## src/rtl/cv32e40p_mult_ft_ctrl.sv

```systemverilog
// Fault-handling sequencer for the triplicated multiplier: withholds voted ready on voter
// disagreement, re-evaluates the held operation, and latches a permanent fault if it persists.
module cv32e40p_mult_ft_ctrl #(
  parameter int SETTLE_CYCLES = 2,
  parameter int MAX_RETRY     = 3,
  parameter int CNT_W         = 8
) (
  input  logic             clk,
  input  logic             rst_n,
  input  logic             enable_i,
  input  logic             mult_ready_i,
  input  logic [3:0]       error_detected_i,
  input  logic             clear_i,
  output logic             ready_o,
  output logic             retry_o,
  output logic             perm_fault_o,
  output logic             error_irq_o,
  output logic [3:0]       err_sticky_o,
  output logic [CNT_W-1:0] err_cnt_o
);

  localparam int RW = $clog2(MAX_RETRY + 1);
  localparam int WW = (SETTLE_CYCLES > 1) ? $clog2(SETTLE_CYCLES) : 1;

  localparam logic [RW-1:0] RETRY_LAST = RW'(MAX_RETRY);
  localparam logic [WW-1:0] WAIT_LAST  = WW'(SETTLE_CYCLES - 1);

  localparam logic [1:0] IDLE    = 2'd0;
  localparam logic [1:0] WAIT    = 2'd1;
  localparam logic [1:0] RECHECK = 2'd2;
  localparam logic [1:0] FAULT   = 2'd3;

  logic [1:0]       state_q, state_d;
  logic [RW-1:0]    retry_q, retry_d;
  logic [WW-1:0]    wait_q, wait_d;
  logic [3:0]       sticky_q;
  logic [CNT_W-1:0] cnt_q;
  logic             sampling;
  logic             err_event;
  logic             ready_raw;

  function automatic logic [CNT_W-1:0] sat_inc(input logic [CNT_W-1:0] v);
    return (&v) ? v : v + CNT_W'(1);
  endfunction

  // Voter flags are only meaningful when the multiplier presents a result.
  assign sampling  = (state_q != WAIT) && enable_i && mult_ready_i;
  assign err_event = sampling && (|error_detected_i);

  always_comb begin
    state_d     = state_q;
    retry_d     = retry_q;
    wait_d      = wait_q;
    ready_raw   = 1'b0;
    retry_o     = 1'b0;
    error_irq_o = 1'b0;
    case (state_q)
      IDLE: begin
        if (err_event) begin
          retry_d = RW'(1);
          wait_d  = '0;
          state_d = WAIT;
        end else begin
          ready_raw = mult_ready_i;
        end
      end
      WAIT: begin
        retry_o = 1'b1;
        if (!enable_i) begin
          state_d = IDLE;
          retry_d = '0;
          wait_d  = '0;
        end else if (wait_q == WAIT_LAST) begin
          state_d = RECHECK;
          wait_d  = '0;
        end else begin
          wait_d = wait_q + WW'(1);
        end
      end
      RECHECK: begin
        retry_o = 1'b1;
        if (!enable_i) begin
          state_d = IDLE;
          retry_d = '0;
          wait_d  = '0;
        end else if (!mult_ready_i) begin
          state_d = RECHECK;
        end else if (err_event) begin
          if (retry_q == RETRY_LAST) begin
            // Out of retries: release the voted result and give up retrying.
            ready_raw   = mult_ready_i;
            error_irq_o = 1'b1;
            retry_d     = '0;
            state_d     = FAULT;
          end else begin
            retry_d = retry_q + RW'(1);
            wait_d  = '0;
            state_d = WAIT;
          end
        end else begin
          ready_raw = mult_ready_i;
          retry_d   = '0;
          state_d   = IDLE;
        end
      end
      default: begin
        ready_raw = mult_ready_i;
        if (clear_i) begin
          state_d = IDLE;
          retry_d = '0;
          wait_d  = '0;
        end
      end
    endcase
  end

  // The IDLE passthrough must not leak while reset is held.
  assign ready_o      = ready_raw & rst_n;
  assign perm_fault_o = (state_q == FAULT);
  assign err_sticky_o = sticky_q;
  assign err_cnt_o    = cnt_q;

  always_ff @(posedge clk or negedge rst_n) begin
    if (!rst_n) begin
      state_q <= IDLE;
      retry_q <= '0;
      wait_q  <= '0;
    end else begin
      state_q <= state_d;
      retry_q <= retry_d;
      wait_q  <= wait_d;
    end
  end

  // A clear coincident with a new event keeps that event.
  always_ff @(posedge clk or negedge rst_n) begin
    if (!rst_n) begin
      sticky_q <= '0;
      cnt_q    <= '0;
    end else if (clear_i) begin
      sticky_q <= err_event ? error_detected_i : 4'b0000;
      cnt_q    <= err_event ? CNT_W'(1) : '0;
    end else if (err_event) begin
      sticky_q <= sticky_q | error_detected_i;
      cnt_q    <= sat_inc(cnt_q);
    end
  end

endmodule

```

## config.mk

```make
export PLATFORM = sky130hd
export DESIGN_NAME = cv32e40p_mult_ft_ctrl
export DESIGN_NICKNAME = d
export VERILOG_FILES = /design/src/rtl/cv32e40p_mult_ft_ctrl.sv
export SDC_FILE = /design/constraint.sdc
export NUM_CORES = 1
export LEC_CHECK = 0
export CORE_MARGIN = 2
export CORE_UTILIZATION = 48
export CTS_CLUSTER_SIZE = 30
export DETAILED_ROUTE_END_ITERATION = 10
export GPL_TIMING_DRIVEN = 0
export MAX_ROUTING_LAYER = met4
export PLACE_DENSITY = 0.76
export SLEW_MARGIN = 0
export SYNTH_ARGS = -nofsm -noshare
export SYNTH_HDL_FRONTEND = slang
export SYNTH_SLANG_ARGS = --single-unit
```

## constraint.sdc

```tcl
create_clock -name clk -period 2.3 [get_ports clk]
set_clock_uncertainty 0.1 [all_clocks]
set_input_delay 0.46 -clock clk [delete_from_list [all_inputs] [get_ports clk]]
set_output_delay 0.46 -clock clk [all_outputs]
set_load 0.03 [all_outputs]
```

# Yosys cells after proc, flatten, opt, wreduce, memory -nomap -nowiden
# Cells that the tools add are included.
# W data, S select, Z words.
dict set report totals {
  ff_bits 17
  inputBits 9
  output_inout_bits 16
  elab_cells 77
}
dict set report classes {
  addsub 3
  n_mux 42
  eq_ne 12
  reduce_logical 13
  n_bitwise 2
}
# op n
set ops {}
lappend ops {{$mux W2} 13}
lappend ops {{$mux W8} 3}
lappend ops {{$mux W1} 19}
lappend ops {{$mux W4} 3}
lappend ops {{$ne A3 B3 Y1 const B} 4}
lappend ops {{$pmux W2 S3} 2}
lappend ops {{$add A8 B1 Y8 const B} 1}
lappend ops {{$reduce_and A8 Y1} 1}
lappend ops {{$eq A2 B2 Y1 const B} 3}
lappend ops {{$ne A2 B2 Y1 const B} 3}
lappend ops {{$pmux W1 S3} 2}
lappend ops {{$reduce_and A5 Y1} 1}
lappend ops {{$or A4 B4 Y4} 1}
lappend ops {{$reduce_and A4 Y1} 1}
lappend ops {{$reduce_bool A4 Y1} 1}
lappend ops {{$reduce_or A4 Y1} 1}
lappend ops {{$logic_and A1 B1 Y1} 3}
lappend ops {{$reduce_and A3 Y1} 1}
lappend ops {{$add A2 B1 Y2 const B} 1}
lappend ops {{$eq A2 B1 Y1 const B} 1}
lappend ops {{$logic_not A2 Y1} 1}
lappend ops {{$ne A2 B1 Y1 const B} 1}
lappend ops {{$reduce_and A2 Y1} 1}
lappend ops {{$reduce_bool A2 Y1} 1}
lappend ops {{other kinds (3)} 3}

# Logic depth before layout (Yosys ltp)
# Gate-level depths: netlist of run 1.
dict set report logic_depth {
  word_depth 9
  depth_mapped 7
  ltp_nobuf 6
}

# Least setup slack after synthesis of run 1
# Ideal clock, no wire load.
dict set report synth_path {
  path_kind {input-to-output}
  startpoint {input port error_detected_i[0]}
  endpoint {output port ready_o}
  t_required_ps 1740
  slack_ps 1
  stages 4
  n_path_buf 0
  arrival_time_ps 1739
  cell_sequence {or4_4 -> nand2_4 -> o311ai_0 -> a21oi_1}
}
dict set report synth_via {
  elab_chain_cells 7
  word_cells_on_any_way 8
  classes_between {5 x mux; 1 x bitwise; 2 x reduce/logical}
}
# item line
set synth_rtl {}
lappend synth_rtl {{start, declared} 12} ;# input logic [3:0] error_detected_i,
lappend synth_rtl {{$reduce_or A4 Y1 *} 48} ;# assign err_event = sampling && (|error_detected_i);
lappend synth_rtl {{$logic_and A1 B1 Y1 *} 48}
lappend synth_rtl {{$mux W1} 88} ;# end else if (err_event) begin
lappend synth_rtl {{$mux W1} 86} ;# end else if (!mult_ready_i) begin
lappend synth_rtl {{$mux W1} 82} ;# if (!enable_i) begin
lappend synth_rtl {{$pmux W1 S3 *} 57} ;# case (state_q)
lappend synth_rtl {{$and A1 B1 Y1 *} 118} ;# assign ready_o = ready_raw & rst_n;
lappend synth_rtl {{end, declared} 14} ;# output logic ready_o,
# Mark *: on every way between the ends. The rest lies on a longest branch, timed or not.

# Worst setup path in the final report of run 1
dict set report layout_path {
  startpoint {register state_q[1]}
  endpoint {output port ready_o}
}
dict set report layout_via {
  elab_chain_cells 9
  word_cells_on_any_way 13
  classes_between {3 x eq/ne; 5 x mux; 1 x bitwise; 4 x reduce/logical}
}
# item line
set layout_rtl {}
lappend layout_rtl {{start, declared} 33} ;# logic [1:0] state_q, state_d;
lappend layout_rtl {{start signal, assigned} 129} ;# state_q <= state_d;
lappend layout_rtl {{$ne A2 B1 Y1} 47} ;# assign sampling = (state_q != WAIT) && enable_i && mult_ready_i;
lappend layout_rtl {{$logic_and A1 B1 Y1 (2 in a row)} 47}
lappend layout_rtl {{$logic_and A1 B1 Y1} 48}
lappend layout_rtl {{$mux W1} 88}
lappend layout_rtl {{$mux W1} 86}
lappend layout_rtl {{$mux W1} 82}
lappend layout_rtl {{$pmux W1 S3 *} 57}
lappend layout_rtl {{$and A1 B1 Y1 *} 118}
# Marks and branches as above.

==> summary.md, run 1 <==
| Metric | Value |
|---|---|
| Starting Density | 52.0% |
| Area Growth Syn to Fin | 35.7% |
| Worst r2r path cells | 6 |
| Synthesized Nets | 123 |
| Final Max Tran Viols | 0 |
| Multi-input gate area | 606 sq um |
| Reg2Reg Setup Slack | 0.13 ns |
| Netlist cell types | 35 |
| Slew at the pin with the worst max-slew slack | 0.576 ns |
| Synth warn | 0 |
| GPL Wtd Cong | 0.892 |
| CP Data Arrival Time | 1.75 ns |
| Final min period | 2.31 ns |
| Die Height | 50.6 microns |
| IO Port Bufs | 24 |
| Clk pin slew, worst setup/hold paths | 0.10 ns |
| Status | complete, but fails checks |
| Failing checks | negative setup slack |
| First-pass GRT wire length | 4020 microns |
| CTS sink cnt | 17 |
| Max_slew headroom | 60.6% |
| Max layer used | met4 |
| Finished Layout Cells | 168 |
| Cell family with most CP delay | buffers and inverters |
| Class of the worst hold path | primary input to asynchronous set/reset pin |
| Stages on worst setup path | 6 |
| Dpl cells | 159 |
| H-tree Lvls | 1 |
| Mapped Area | 1040 sq um |
| Tcrit/Tclk final | 100% |
| Critical path cell sequence | buf_4 -> buf_4 -> ha_1 -> o311ai_4 -> a21oi_2 -> buf_6 |
| Fin Setup TNS | -0.00700 ns |
| WL met2 | 1130 microns |
| Met1 wire length | 1100 microns |
| Critical Path Source Type | flip-flop |
| Sequential area share after synthesis | 40.9% |
| Layout cells sized above 1 | 22.0% |
| Pre-CTS WS | -0.958 ns |
| Layout net count | 157 |
| Met3 wire length | 135 microns |
| Worst-Skew Late Latency | 0.29 ns |
| Max VDD drop | 0.588 mV |
| Initial antenna violation count | 0 |
| Max Clock Freq | 0.433 GHz |
| P per Cell Area | 809 nW/um^2 |
| Fin. Hold Viols | 0 |
| CTS Buffer Depth | 2 |
| Total CTS buffers | 3 |
| Critical Path End Type | primary output |
| Synth cell count leaders | dfrtp_1 (17), inv_1 (9), nand2_1 (8), nor2_1 (8), o21ai_0 (8) |
| Post-Syn Instances | 108 |
| CTS tree | yes |
| Post-Syn Area per Cell | 9.64 sq um |
| Core Area | 2000 sq um |
| Crit path kind | flip-flop to primary output |
| Register Area | 425 sq um |
| Post-route ant nets | 0 |
| GR Util All Layers | 21.3% |
| Register bit total from synthesis | 17 |
| Leak | 0.589 nW |
| Power Total | 0.00114 W |
| Final worst slack | -0.00700 ns |
| Asr flop ratio synth | 100% |
| Vias | 953 |
| Req. time, crit path | 1.74 ns |
| Root buf cell | clkbuf_4 |
| Synth area leaders | dfrtp_1 (41%), ha_1 (7.2%), mux2_2 (5.4%) |
| # IOs | 25 |
| Chip Width | 50.6 microns |
| Area after DPL | 1320 sq um |
| Routed WL per cell | 14.1 microns |
| DRT iter0 DRCs | 27 |
| Die Area | 2560 sq um |
| Number of max-cap violations | 0 |
| ANT cells | 0 |
| Setup violations, final | 1 |
| Synth Flop Type | dfrtp_1 |
| Number of global-route vias before repair | 856 |
| Num rows | 16 |
| Largest net degree at the start of global routing | 19 |
| Slowest CP cell | dfrtp_1 |
| DR pass1 iterations | 4 |
| # fillers | 156 |
| Worst path max stage delay | 0.41 ns |
| Worst path bufs/invs | 3 |
| Gr ovfl total | 0 |
| Yosys top cell by area | dfrtp_1 |
| Cell area after layout | 1410 sq um |
| Post-synth EDFFs | 0 |
| RSZ-0062 raised after global routing | yes |
| CP max FO | 5 |
| Via/cell ratio | 5.67 |
| Drt drc | 0 |
| Post-synth top area share | 40.9% |
| Most common cell on crit path | buf_4 |
| Dpl hpwl | 1670 microns |
| Count leader, synth | dfrtp_1 |
| Final WL | 2380 microns |
-- cell type report --
cell class              count  area share [%]
multi-input cells          80            42.9
flip-flops and latches     17            30.1
repair buffers             29            19.2
inverters                   9            2.39
well taps                  27            2.39
clock buffers               4            1.86
plain buffers               2            1.15
-- registers in the layout, summed over array words and instances, names as in the netlist --
register      count
err_cnt_o         8
err_sticky_o      4
retry_q           2
state_q           2
wait_q            1
-- placed cells by master (no fill, tap or decap), drive strengths merged, types with 2 or more instances in the layout --
master         instances
clkdlybuf4s15          4
dfrtp                 17
o21ai                  9
nand4                  2
clkbuf                 4
nand2                  9
nor4                   3
nor2                   8
dlygate4sd2            5
nand3                  5
or4                    3
nor3                   2
ha                     6
nor2b                  3
a21oi                  7
buf                    9
a31oi                  2
o311ai                 3
inv                    9
clkdlybuf4s50         13
nand3b                 2
mux2                   5
-- worst register-to-register path, stage by stage (launching register included) --
cell	delay, ns
dfrtp_1	0.41
buf_4	0.14
buf_4	0.13
ha_2	0.22
or4_1	0.53
o211ai_1	0.17
mux2_2	0.37
-- report_power, final --
| part | internal (W) | switching, W | total (W) |
|---|---|---|---|
| Combinational | 0.000263 | 0.000318 | 0.000581 |
| Clock | 0.0000674 | 0.0000938 | 0.000161 |
| Sequential | 0.000355 | 0.0000465 | 0.000401 |
| Total | 0.000685 | 0.000458 | 0.00114 |
-- metrics by stage --
step | hold WS (ns) | util, %
after CTS | 0.116 | 68.9
after floorplan | 0.0644 | -
after global placement | 0.384 | 65.7
after detailed placement | 0.386 | 65.7
final | 0.104 | 70.6
after global routing | 0.129 | 70.6
-- kinds of logic (layout without fill, tap and decap cells) --
family	after synthesis	in the layout	synth area share, %
buffers and inverters	11	44	4.81
XOR/XNOR	1	1	0.841
AND/OR/NAND/NOR	40	40	23.4
multiplexers	6	6	6.37
AO/OA/AOI/OAI	27	27	16.5
flip-flops	17	17	40.9
adder cells (fa/ha/maj)	6	6	7.21
-- path summary, 6_finish.rpt --
path,endpoint,startpoint
max,ready_o,state_q[1]
min,retry_q[0],rst_n
max reg2reg,state_q[0],state_q[1]
min reg2reg,retry_q[1],retry_q[1]
max in group asynchronous,err_cnt_o[5],rst_n
min in group clk,retry_q[1],retry_q[1]
-- per-layer routing --
metal / global-route usage [%] / up-vias
met2: 33.6 / 29
met5: - / -
met4: 4.05 / 0
met3: 3.57 / 2
met1: 29.3 / 459
li1: - / 463
-- what timing repair did --
item / 4_1_cts / 5_1_grt
gates resized for setup: 29 / 8
endpoints found under the setup margin: 2 / 2
pin swaps: 2 / 1
setup buffers: 4 / 1
gates cloned: 0 / 0
hold buffers: 0 / 0
(Power assumes the default switching activity.)
==> run 2, diff against run 1 <==
Settings changed: CAP_MARGIN set to 20, CORE_ASPECT_RATIO set to 1.5, GPL_TIMING_DRIVEN 0 to unset.
==> summary.md, run 2 (synthesis gave the netlist of run 1 again) <==
| Metric | Value |
|---|---|
| Req. time, crit path | 1.74 ns (about the same) |
| Post-route core utilization | 72.3% (was 70.6%) |
| IO Port Bufs | 24 (unchanged) |
| Cell area after layout | 1480 sq um (was 1410 sq um) |
| Critical Path Source Type | flip-flop (unchanged) |
| Post-route ant nets | 0 (unchanged) |
| Max reg flops | 8 (unchanged) |
| Commonest cells after routing, fill and taps aside | buf_4 (18), dfrtp_1 (17), clkdlybuf4s50_1 (14) (was dfrtp_1 (17), clkdlybuf4s50_1 (13)) |
| # fillers | 162 (was 156) |
| DR pass1 iterations | 4 (unchanged) |
| # IOs | 25 (unchanged) |
| Dpl hpwl | 1950 microns (was 1670 microns) |
| Crit path kind | flip-flop to primary output (unchanged) |
| Via/cell ratio | 5.83 (was 5.67) |
| GPL Wtd Cong | 0.838 (was 0.892) |
| RSZ-0062 raised after global routing | yes (unchanged) |
| Dpl cells | 169 (was 159) |
| Finished Layout Cells | 175 (was 168) |
| GR Util All Layers | 23.8% (was 21.3%) |
| Leak | 0.657 nW (was 0.589 nW) |
| Failing checks | negative setup slack (unchanged) |
| Setup crit start | state_q[0] (was state_q[1]) |
| Commonest non-fill, non-tap cell in the layout | buf_4 (was dfrtp_1) |
| Vias | 1021 (was 953) |
| Tcrit/Tclk final | 102% (was 100%) |
| Max_slew headroom | 64.7% (was 60.6%) |
| Total CTS buffers | 3 (unchanged) |
| Max Clock Freq | 0.428 GHz (was 0.433 GHz) |
| Setup violations, final | 1 (unchanged) |
| Worst r2r path cells | 8 (was 6) |
| ANT cells | 0 (unchanged) |
| Initial antenna violation count | 0 (unchanged) |
| Final min period | 2.34 ns (was 2.31 ns) |
| CTS Buffer Depth | 2 (unchanged) |
| Starting Density | 50.7% (was 52.0%) |
| Status | complete, but fails checks (unchanged) |
| Chip Width | 42.0 microns (was 50.6 microns) |
| Reg2Reg Launch Point | state_q[0] (was state_q[1]) |
| Critical Path End Type | primary output (unchanged) |
| Final Max Tran Viols | 0 (unchanged) |
| Area after DPL | 1420 sq um (was 1320 sq um) |
| Worst-Skew Late Latency | 0.29 ns (about the same) |
| Min Hold Slack | 0.412 ns (was 0.104 ns) |
| CP max FO | 2 (was 5) |
| CTS tree | yes (unchanged) |
| Fin Setup TNS | -0.0377 ns (was -0.00700 ns) |
| Core Area | 2050 sq um (was 2000 sq um) |
| Hold wc startpoint | retry_q[1] |
| Number of global-route vias before repair | 1008 (was 856) |
| Final WL | 2620 microns (was 2380 microns) |
| Max VDD drop | 0.553 mV (was 0.588 mV) |
| Num rows | 20 (was 16) |
| H-tree Lvls | 1 (unchanged) |
| Largest net degree at the start of global routing | 18 (was 19) |
| Die Area | 2570 sq um (was 2560 sq um) |
| Die Height | 61.0 microns (was 50.6 microns) |
| Hold Path Depth | 1 |
| DRT iter0 DRCs | 26 (was 27) |
| Clk pin slew, worst setup/hold paths | 0.10 ns (about the same) |
| Fin. Hold Viols | 0 (unchanged) |
| Slew at the pin with the worst max-slew slack | 0.516 ns (was 0.576 ns) |
| Class of the worst hold path | flip-flop to flip-flop (was primary input to asynchronous set/reset pin) |
| P per Cell Area | 799 nW/um^2 (was 809 nW/um^2) |
| Area Growth Syn to Fin | 42.4% (was 35.7%) |
| Number of max-cap violations | 0 (unchanged) |
| Layout cells sized above 1 | 26.8% (was 22.0%) |
| Root buf cell | clkbuf_4 (unchanged) |
| CP Data Arrival Time | 1.78 ns (was 1.75 ns) |
| Final worst slack | -0.0377 ns (was -0.00700 ns) |
| Gr ovfl total | 0 (unchanged) |
| Drt drc | 0 (unchanged) |
| First-pass GRT wire length | 4420 microns (was 4020 microns) |
| Routed WL per cell | 15.0 microns (was 14.1 microns) |
| Layout net count | 169 (was 157) |
| CTS sink cnt | 17 (unchanged) |
[run 2: per-layer routing]
layer / part of all wire [%] / up-vias / routed length, microns / track usage [%]
li1: - / 493 / - / -
met1: 39 / 496 / 1030 / 25.6
met2: 54 / 24 / 1410 / 42.6
met3: 3.4 / 8 / 90 / 2.93
met4: 3.1 / 0 / 81 / 13.8
met5: 0 / - / 0 / -
[run 2: final timing paths]
check	endpoint	slack [ns]
worst min-delay path	retry_q[1]	0.41
min in group asynchronous	state_q[1]	0.47
max in group asynchronous	retry_q[0]	1.44
worst min register to register	retry_q[1]	0.41
worst max register to register	err_cnt_o[7]	0.12
worst max-delay path	ready_o	-0.04
[run 2: layout make-up]
cell class / count / area (sq um) / area share (%)
Clock buffer: 4 / 26.3 / 1.77
Sequential cell: 17 / 425 / 28.7
Inverter: 9 / 33.8 / 2.28
Timing Repair Buffer: 43 / 370 / 25.0
Multi-Input combinational cell: 80 / 599 / 40.4
Tap cell: 22 / 27.5 / 1.86
[run 2: report_power, final]
group / internal [W] / total, W / switching (W)
sequential: 0.000355 / 0.000399 / 0.0000439
clock: 0.0000674 / 0.000159 / 0.0000916
combinational: 0.000293 / 0.000626 / 0.000333
total: 0.000716 / 0.00118 / 0.000469
[run 2: timing repair]
action                                  4_1_cts  5_1_grt
hold buffers                                  0        0
setup buffers                                 2        0
pin swaps                                     4        1
gates resized for setup                      22        6
endpoints found under the setup margin        3        3
[run 2: critical path, stage by stage, from the launching register on]
cell      delay [ns]
dfrtp_1         0.42
ha_4            0.17
and3b_2         0.27
buf_6           0.11
nand2_4         0.05
o311ai_2        0.20
a21oi_1         0.08
buf_4           0.18
[run 2: stage by stage]
step | total power [W] | setup slack, ns
after global routing | 0.00127 | -0.0982
after CTS | 0.00117 | -0.0644
after detailed placement | 0.00100 | -0.429
after floorplan | 0.000760 | 0.00115
after global placement | 0.000974 | -0.421
final | 0.00118 | -0.0377
